==> config.mk <==
export PLATFORM = sky130hd
export DESIGN_NAME = ysyx_23060187_wbu_flat
export DESIGN_NICKNAME = d
export VERILOG_FILES = /design/src/rtl/ysyx_23060187_wbu_if.sv /design/src/rtl/ysyx_23060187_wbu.sv /design/src/flat_wrapper.sv
export SDC_FILE = /design/constraint.sdc
export NUM_CORES = 1
export LEC_CHECK = 0
export ABC_AREA = 1
export BUFFER_PORTS_ARGS = -buffer_cell sky130_fd_sc_hd__buf_2
export CORE_MARGIN = 10
export CORE_UTILIZATION = 50
export DETAILED_ROUTE_END_ITERATION = 16
export PLACE_DENSITY = 0.77
export SETUP_SLACK_MARGIN = 0.5
export SYNTH_ARGS = -nofsm -noshare
export SYNTH_HDL_FRONTEND = slang
export SYNTH_SLANG_ARGS = --single-unit
==> constraint.sdc <==
create_clock -name clk -period 3.2 [get_ports clk]
set_input_delay 0.32 -clock clk [delete_from_list [all_inputs] [get_ports clk]]
set_output_delay 0.32 -clock clk [all_outputs]
set_load 0.01 [all_outputs]
==> src/rtl/ysyx_23060187_wbu_if.sv <==
`default_nettype none
// =============================================================================
// Module   : ysyx_23060187_wbu_if
// Brief    : EXU->WBU result handshake and LSU read-response channel.
// Revision : 1.0  initial release
// =============================================================================
interface ysyx_23060187_wbu_if #(
  parameter int ADDR_WIDTH = 5,
  parameter int DATA_WIDTH = 32
);
  logic                  in_valid;
  logic                  in_ready;
  logic [ADDR_WIDTH-1:0] in_rd;
  logic                  in_wen;
  logic                  in_is_load;
  logic [2:0]            in_funct3;
  logic [1:0]            in_addr_lo;
  logic [DATA_WIDTH-1:0] in_result;
  logic                  mem_rvalid;
  logic                  mem_rready;
  logic [DATA_WIDTH-1:0] mem_rdata;

  modport master (
    output in_valid, in_rd, in_wen, in_is_load, in_funct3, in_addr_lo, in_result,
    output mem_rvalid, mem_rdata,
    input  in_ready, mem_rready
  );

  modport slave (
    input  in_valid, in_rd, in_wen, in_is_load, in_funct3, in_addr_lo, in_result,
    input  mem_rvalid, mem_rdata,
    output in_ready, mem_rready
  );
endinterface
`default_nettype wire

==> src/rtl/ysyx_23060187_wbu.sv <==
`default_nettype none
// =============================================================================
// Module   : ysyx_23060187_wbu
// Brief    : Writeback stage: load extraction, GPR write port, instret counter.
//            Optional misaligned-load check: YSYX_23060187_WBU_MISALIGN_CHECK_EN.
// Revision : 1.0  initial release
// =============================================================================
module ysyx_23060187_wbu #(
  parameter int ADDR_WIDTH = 5,
  parameter int DATA_WIDTH = 32,
  parameter int CNT_WIDTH  = 64
) (
  input  wire                    clk,
  input  wire                    rst_n,
  ysyx_23060187_wbu_if.slave     bus,
  output logic                   rf_wen,
  output logic [ADDR_WIDTH-1:0]  rf_waddr,
  output logic [DATA_WIDTH-1:0]  rf_wdata,
  output logic [ADDR_WIDTH-1:0]  busy_rd,
  output logic                   commit,
  output logic [CNT_WIDTH-1:0]   instret,
  output logic                   misalign_err
);

  typedef enum logic [1:0] {
    S_IDLE     = 2'd0,
    S_WAIT_MEM = 2'd1,
    S_WRITE    = 2'd2
  } state_t;

  state_t                r_state;
  state_t                w_state_nxt;
  logic                  w_accept;
  logic                  w_in_ready;
  logic                  w_mem_fire;
  logic                  w_misalign;
  logic [7:0]            w_byte;
  logic [15:0]           w_half;
  logic [DATA_WIDTH-1:0] w_load_data;

  logic [ADDR_WIDTH-1:0] r_rd;
  logic                  r_wen;
  logic [2:0]            r_funct3;
  logic [1:0]            r_addr_lo;
  logic [DATA_WIDTH-1:0] r_data;
  logic [CNT_WIDTH-1:0]  r_instret;

  assign w_in_ready     = (r_state != S_WAIT_MEM);
  assign w_accept       = bus.in_valid & w_in_ready;
  assign w_mem_fire     = (r_state == S_WAIT_MEM) & bus.mem_rvalid;
  assign bus.in_ready   = w_in_ready;
  assign bus.mem_rready = (r_state == S_WAIT_MEM);

  always_comb begin
    w_state_nxt = r_state;
    case (r_state)
      S_IDLE, S_WRITE: begin
        if (w_accept)
          w_state_nxt = bus.in_is_load ? S_WAIT_MEM : S_WRITE;
        else
          w_state_nxt = S_IDLE;
      end
      S_WAIT_MEM: begin
        if (bus.mem_rvalid)
          w_state_nxt = S_WRITE;
      end
      default: w_state_nxt = S_IDLE;
    endcase
  end

  // Lane selection uses the address latched with the load, not the live input.
  always_comb begin
    w_byte      = bus.mem_rdata[{r_addr_lo, 3'b000} +: 8];
    w_half      = bus.mem_rdata[{r_addr_lo[1], 4'b0000} +: 16];
    w_load_data = bus.mem_rdata;
    case (r_funct3)
      3'b000:  w_load_data = {{(DATA_WIDTH-8){w_byte[7]}}, w_byte};
      3'b001:  w_load_data = {{(DATA_WIDTH-16){w_half[15]}}, w_half};
      3'b100:  w_load_data = {{(DATA_WIDTH-8){1'b0}}, w_byte};
      3'b101:  w_load_data = {{(DATA_WIDTH-16){1'b0}}, w_half};
      default: w_load_data = bus.mem_rdata;
    endcase
  end

  always_ff @(posedge clk or negedge rst_n) begin
    if (!rst_n) begin
      r_state   <= S_IDLE;
      r_rd      <= '0;
      r_wen     <= 1'b0;
      r_funct3  <= 3'b000;
      r_addr_lo <= 2'b00;
      r_data    <= '0;
      r_instret <= '0;
    end else begin
      r_state <= w_state_nxt;
      if (w_accept) begin
        r_rd      <= bus.in_rd;
        r_wen     <= bus.in_wen;
        r_funct3  <= bus.in_funct3;
        r_addr_lo <= bus.in_addr_lo;
        r_data    <= bus.in_result;
      end else if (w_mem_fire) begin
        r_data    <= w_load_data;
      end
      // Counting on entry to WRITE makes instret include the commit it accompanies.
      if (w_state_nxt == S_WRITE)
        r_instret <= r_instret + CNT_WIDTH'(1);
    end
  end

`ifdef YSYX_23060187_WBU_MISALIGN_CHECK_EN
  logic r_is_load;

  always_ff @(posedge clk or negedge rst_n) begin
    if (!rst_n)
      r_is_load <= 1'b0;
    else if (w_accept)
      r_is_load <= bus.in_is_load;
  end

  assign w_misalign = r_is_load &
                      ((((r_funct3 == 3'b001) || (r_funct3 == 3'b101)) && r_addr_lo[0]) ||
                       ((r_funct3 == 3'b010) && (r_addr_lo != 2'b00)));
`else
  assign w_misalign = 1'b0;
`endif

  assign rf_wen       = (r_state == S_WRITE) & r_wen & (r_rd != '0) & ~w_misalign;
  assign rf_waddr     = r_rd;
  assign rf_wdata     = r_data;
  assign commit       = (r_state == S_WRITE);
  assign misalign_err = (r_state == S_WRITE) & w_misalign;
  assign instret      = r_instret;
  assign busy_rd      = ((r_state != S_IDLE) && r_wen) ? r_rd : '0;

endmodule
`default_nettype wire
==> src/flat_wrapper.sv <==
// flat-port wrapper written by rule: the top's interface ports become plain ports
module ysyx_23060187_wbu_flat 
#(
  parameter int ADDR_WIDTH = 5,
  parameter int DATA_WIDTH = 32,
  parameter int CNT_WIDTH  = 64
)
  (clk, rst_n, rf_wen, rf_waddr, rf_wdata, busy_rd, commit, instret, misalign_err, bus_in_valid, bus_in_rd, bus_in_wen, bus_in_is_load, bus_in_funct3, bus_in_addr_lo, bus_in_result, bus_mem_rvalid, bus_mem_rdata, bus_in_ready, bus_mem_rready);
  ysyx_23060187_wbu_if #(.ADDR_WIDTH(ADDR_WIDTH), .DATA_WIDTH(DATA_WIDTH)) bus_i ();
  input  wire clk;
  input  wire rst_n;
  output logic rf_wen;
  output logic [ADDR_WIDTH-1:0] rf_waddr;
  output logic [DATA_WIDTH-1:0] rf_wdata;
  output logic [ADDR_WIDTH-1:0] busy_rd;
  output logic commit;
  output logic [CNT_WIDTH-1:0] instret;
  output logic misalign_err;
  input wire logic [$bits(bus_i.in_valid)-1:0] bus_in_valid;
  input wire logic [$bits(bus_i.in_rd)-1:0] bus_in_rd;
  input wire logic [$bits(bus_i.in_wen)-1:0] bus_in_wen;
  input wire logic [$bits(bus_i.in_is_load)-1:0] bus_in_is_load;
  input wire logic [$bits(bus_i.in_funct3)-1:0] bus_in_funct3;
  input wire logic [$bits(bus_i.in_addr_lo)-1:0] bus_in_addr_lo;
  input wire logic [$bits(bus_i.in_result)-1:0] bus_in_result;
  input wire logic [$bits(bus_i.mem_rvalid)-1:0] bus_mem_rvalid;
  input wire logic [$bits(bus_i.mem_rdata)-1:0] bus_mem_rdata;
  output wire logic [$bits(bus_i.in_ready)-1:0] bus_in_ready;
  output wire logic [$bits(bus_i.mem_rready)-1:0] bus_mem_rready;
  assign bus_i.in_valid = bus_in_valid;
  assign bus_i.in_rd = bus_in_rd;
  assign bus_i.in_wen = bus_in_wen;
  assign bus_i.in_is_load = bus_in_is_load;
  assign bus_i.in_funct3 = bus_in_funct3;
  assign bus_i.in_addr_lo = bus_in_addr_lo;
  assign bus_i.in_result = bus_in_result;
  assign bus_i.mem_rvalid = bus_mem_rvalid;
  assign bus_i.mem_rdata = bus_mem_rdata;
  assign bus_in_ready = bus_i.in_ready;
  assign bus_mem_rready = bus_i.mem_rready;
  ysyx_23060187_wbu #(.ADDR_WIDTH(ADDR_WIDTH), .DATA_WIDTH(DATA_WIDTH), .CNT_WIDTH(CNT_WIDTH)) u_core (.clk(clk), .rst_n(rst_n), .bus(bus_i), .rf_wen(rf_wen), .rf_waddr(rf_waddr), .rf_wdata(rf_wdata), .busy_rd(busy_rd), .commit(commit), .instret(instret), .misalign_err(misalign_err));
endmodule
# [After elaboration in Yosys (flattened, before gate mapping)]
# Cells that the tools add are included.
# Widths: inputs -> output; s select.
[classes] mux=8 n_eq_ne=7 shifts=2 n_reduce_logical=7 bitwise=4 add_sub_neg=1
[op_table] cell="$pmux 32 s4" count=1
[op_table] cell="$add 64x1->64 const B" count=1
[op_table] cell="$mux 32" count=2
[op_table] cell="$shiftx 32x6->16" count=1
[op_table] cell="$shiftx 32x6->8" count=1
[op_table] cell="$eq 3x3->1 const B" count=2
[op_table] cell="$mux 2" count=3
[op_table] cell="$mux 5" count=1
[op_table] cell="$reduce_bool 5->1" count=1
[op_table] cell="$and 1x1->1" count=4
[op_table] cell="$eq 2x2->1 const B" count=2
[op_table] cell="$pmux 2 s2" count=1
[op_table] cell="$reduce_bool 2->1" count=2
[op_table] cell="$eq 3x1->1 const B" count=1
[op_table] cell="$logic_not 3->1" count=1
[op_table] cell="$eq 2x1->1 const B" count=1
[op_table] cell="$logic_not 2->1" count=1
[op_table] cell="$ne 2x1->1 const B" count=1
[op_table] cell="$reduce_or 2->1" count=1
[op_table] cell="$logic_and 1x1->1" count=1
[totals] regBits=109 inputBits=80

# [Longest topological paths before layout]
[depth] word_depth=5 depth_mapped=13 mapped_depth_nobuf=13

# [Worst setup path before layout]
# Ideal clock, no wire load.
[synth_path] path_kind="register to register" from="register u_core.r_instret[0] (netlist: u_core.instret[0])" to="register u_core.r_instret[38] (netlist: u_core.instret[38])" path_stages_with_launch=13 t_required_ns=3.083 t_arrival_ns=1.650 setup_slack_ns=1.433 setup_time_ns=0.117 period_less_slack_ns=1.767 cell_sequence="dfrtp_1 -> ha_1 -> inv_1 -> nor2_2 -> nand2_1 -> clkinv_2 -> nand2_2 -> inv_2 -> nand2_4 -> nor2_4 -> nand3_1 -> nand2_1 -> nand2_1"
[synth_via] elab_chain_cells=1
[synth_lines] element="start, declared" line="ysyx_23060187_wbu.sv:46" source="logic [CNT_WIDTH-1:0] r_instret;"
[synth_lines] element="start signal, assigned" line="ysyx_23060187_wbu.sv:107" source="r_instret <= r_instret + CNT_WIDTH'(1);"
[synth_lines] element="$add 64x1->64" line="ysyx_23060187_wbu.sv:107"
# No other way between the ends.
# A chain may end at the register's enable or synchronous reset.

# [Worst setup path after layout]
[layout_path] from="register u_core.r_addr_lo[1]" to="register u_core.r_data[22] (netlist: u_core.rf_wdata[22])"
[layout_via] elab_chain_cells=4
[layout_lines] element="start, declared" line="ysyx_23060187_wbu.sv:44" source="logic [1:0] r_addr_lo;"
[layout_lines] element="start signal, assigned" line="ysyx_23060187_wbu.sv:100" source="r_addr_lo <= bus.in_addr_lo;"
[layout_lines] element="$shiftx 32x6->16 or $shiftx 32x6->8 (tied branches)" line="ysyx_23060187_wbu.sv:74, ysyx_23060187_wbu.sv:73"
[layout_lines] element="$pmux 32 s4 (*)" line="ysyx_23060187_wbu.sv:76" source="case (r_funct3)"
[layout_lines] element="$mux 32 (*)" line="ysyx_23060187_wbu.sv:102" source="end else if (w_mem_fire) begin"
[layout_lines] element="$mux 32 (*)" line="ysyx_23060187_wbu.sv:96" source="if (w_accept) begin"
[layout_lines] element="end signal, assigned" line="ysyx_23060187_wbu.sv:101" source="r_data <= bus.in_result;"
[layout_lines] element="end signal, assigned" line="ysyx_23060187_wbu.sv:103" source="r_data <= w_load_data;"
[layout_lines] element="end, declared" line="ysyx_23060187_wbu.sv:45" source="logic [DATA_WIDTH-1:0] r_data;"
# Mark *: on every way between the ends. The rest lies on a longest branch, timed or not. The select of a mux whose other input is x is not followed.

==> summary.md <==
| Metric | Value |
|---|---|
| Leading area contributor after synthesis | `dfrtp_1` |
| Req. time, crit path | `3410 ps` |
| Antenna violations before repair | `1` |
| Routed length per instance | `17.2 um` |
| I/O pin cnt | `191` |
| #FFs+latches synth | `109` |
| Final WL | `24,400 um` |
| Final Slew Violations | `0` |
| Clk root buf | `clkbuf_16` |
| Main flop type after synthesis | `dfrtp_1` |
| Worst Max-Slew Pin Slew | `729 ps` |
| Resized Gates After CTS | `0` |
| Critical path cell sequence | `clkinv_1 > o211ai_1 > nand2_1 > nand2_1 > nand2_1 > nand3_1 > a21oi_1` |
| Setup tns final | `0 ps` |
| Worst path top cell family by delay | `flip-flops` |
| Overflow after GRT | `0` |
| Starting Density | `0.515` |
| Worst r2r dst | `u_core.rf_wdata[22]$_DFFE_PN0P_` |
| Post-layout util | `0.617` |
| Reg clk slew, reported paths | `80 ps` |
| Die area | `18,800 um2` |
| CTS tree | `built` |
| Port Buffers | `189` |
| RSZ-0062 raised after global routing | `no` |
| Setup violators final | `0` |
| Crit path max fanout | `20` |
| Clock Latency Late Sink | `360 ps` |
| FFs w/ async S/R, synth | `1.00` |
| Synthesis-to-layout area growth | `19.7%` |
| Core area | `13,300 um2` |
| CTS Buf Count | `9` |
| Max Freq | `425 MHz` |
| Synth top area share | `0.397` |
| Startpoint Class | `register` |
| R2R Setup Slk | `850 ps` |
| Reg2Reg Launch Point | `u_core.r_addr_lo[1]$_DFFE_PN0P_` |
| Total Routing Usage GR | `0.263` |
| Sink Count | `109` |
| Synth cell types | `34` |
| Die H | `137 um` |
| Antenna Nets Post-Route | `0` |
| Die span in x | `137 um` |
| Max VDD drop | `296 uV` |
| Post-route minimum period | `2350 ps` |
| Leading cell type by number of instances after synthesis | `nand2_1` |
| Worst Setup Path Type | `register to register` |
| Critical path depth in cells | `7` |
| Worst EP arrival | `2560 ps` |
| DRC | `0` |
| Setup crit end | `u_core.rf_wdata[22]$_DFFE_PN0P_` |
| Slowest stage delay, CP | `730 ps` |
| Post-DP HPWL | `19,700 um` |
| Vias in the first global route | `7,490` |
| Hold Crit Class | `input pin to async pin` |
| First-pass DRT Iterations | `5` |
| Largest cells by area after synthesis | `dfrtp_1 40%, nand2_1 21%, nor2_1 12%` |
| FP Rows | `42` |
| Drt initial violations | `657` |
| Cts hold-fix bufs | `0` |
| First-pass GRT wire length | `39,100 um` |
| Htree depth | `3` |
| Total number of vias | `7,491` |
| Multi-input gate area | `3670 um2` |
| Post-synth EDFFs | `0` |
| Final std cells w/o fill | `1,420` |
| Synth top cells by count | `393 x nand2_1, 213 x nor2_1, 109 x dfrtp_1` |
| Post-CTS Setup Inserts | `0` |
| Synthesized area | `6870 um2` |
| Share of the cycle needed by the critical path after routing | `0.735` |
| Most used cell, CP | `nand2_1` |
| Cells after synthesis | `1,063` |
| Final Hold Vio Count | `0` |
| Register area share after synthesis | `0.397` |
| Proportion of layout cells with a drive suffix above 1 | `0.189` |
| Critical Path Sink Type | `register` |
| Clock skew | `12.1 ps` |
| Worst Setup SP | `u_core.r_addr_lo[1]$_DFFE_PN0P_` |
| WP buf/inv | `1` |
| Longest Clk Path Bufs | `2` |
| Maxcap violations | `0` |
| Status | `finished clean` |
| Leakage | `4.04 nW` |
| Pwr/cell area | `533 nW/um2` |
| Storage element area | `2730 um2` |
| FF-to-FF path depth | `7` |
| Post-DR vias/cell | `5.28` |
| Placed cells | `1,403` |
| Fillers | `1,327` |
| Synthesis Warnings | `0` |
| Largest net degree at the start of global routing | `58` |
| Avg Cell Area, Syn | `6.47 um2` |
| Syn Nets | `1,144` |
| Slew HR | `0.514` |
| Nets@finish | `1,319` |
| Critical-path cell with the highest stage delay | `dfrtp_1` |
| RD Place Congestion | `0.984` |
-- final cells by class --
| class | count | area share |
|---|---|---|
| Timing Repair Buffer | 194 | 0.121 |
| Clock inverter | 6 | 0.00638 |
| Clock buffer | 10 | 0.0278 |
| Antenna cell | 1 | 0.000304 |
| Multi-Input combinational cell | 836 | 0.446 |
| Tap cell | 176 | 0.0268 |
| Sequential cell | 109 | 0.331 |
| Inverter | 88 | 0.0403 |
-- layout by cell type, fill, tap and decap left out, drive strengths merged --
master,instances
nand2,398
nor2,223
buf,194
dfrtp,109
inv,89
o21ai,77
a21oi,45
nand3,22
xnor2,16
nand4,16
xor2,13
clkbuf,10
a211oi,9
nor3,5
nand3b,4
clkinv,3
o211ai,2
o2111ai,2
clkinvlp,2
diode,1
o32ai,1
o311ai,1
ha,1
conb,1
-- stage by stage --
stage	cell area [um2]	total power, W	hold slack, ps	setup slack, ps
global placement	7950	0.00328	414	922
detailed placement	7950	0.00331	413	873
floorplan	6870	0.00269	24.4	1430
finish	8230	0.00439	9.49	850
global route	8230	0.00467	59.8	654
CTS	8230	0.00441	27.9	866
-- how the worst min path moves through the flow --
| stage | start | to | slack (ps) | cells after the start |
|---|---|---|---|---|
| 2_1_floorplan | rst_n | u_core.instret[0]$_DFFE_PN0N_ | 20 | 0 |
| 3_3_place_gp | rst_n | u_core.instret[26]$_DFFE_PN0N_ | 410 | 1 |
| 3_5_place_dp | rst_n | u_core.instret[26]$_DFFE_PN0N_ | 410 | 1 |
| 4_1_cts | rst_n | u_core.instret[26]$_DFFE_PN0N_ | 30 | 1 |
| 5_1_grt | rst_n | u_core.instret[26]$_DFFE_PN0N_ | 60 | 1 |
| 6_report | rst_n | u_core.rf_wdata[26]$_DFFE_PN0P_ | 9 | 1 |
-- logic make-up after synthesis --
kind of cell             synth area share
XOR/XNOR                           0.0369
AND/OR/NAND/NOR                     0.388
adder cells (fa/ha/maj)           0.00182
buffers and inverters              0.0695
AO/OA/AOI/OAI                       0.106
other                            0.000546
flip-flops                          0.397
-- flip-flops by register name, indices dropped and copies added (netlist names) --
| signal | count |
|---|---|
| u_core.instret | 64 |
| u_core.r_wen | 1 |
| u_core.rf_wdata | 32 |
| u_core.rf_waddr | 5 |
| u_core.r_funct3 | 3 |
| u_core.r_addr_lo | 2 |
| u_core.r_state | 2 |
-- layer usage --
layer	share of wire	track usage	up-vias
met5	0	0	-
met4	0.031	0.107	0
met3	0.070	0.0415	44
met2	0.48	0.452	291
met1	0.42	0.323	3469
li1	-	-	3687
-- power breakdown --
group	switching, W	internal (W)	leakage [nW]
clock	0.000569	0.000544	0.132
sequential	0.000301	0.00164	1.40
combinational	0.000848	0.000486	2.51
total	0.00172	0.00267	4.04
(Power assumes the default switching activity.)
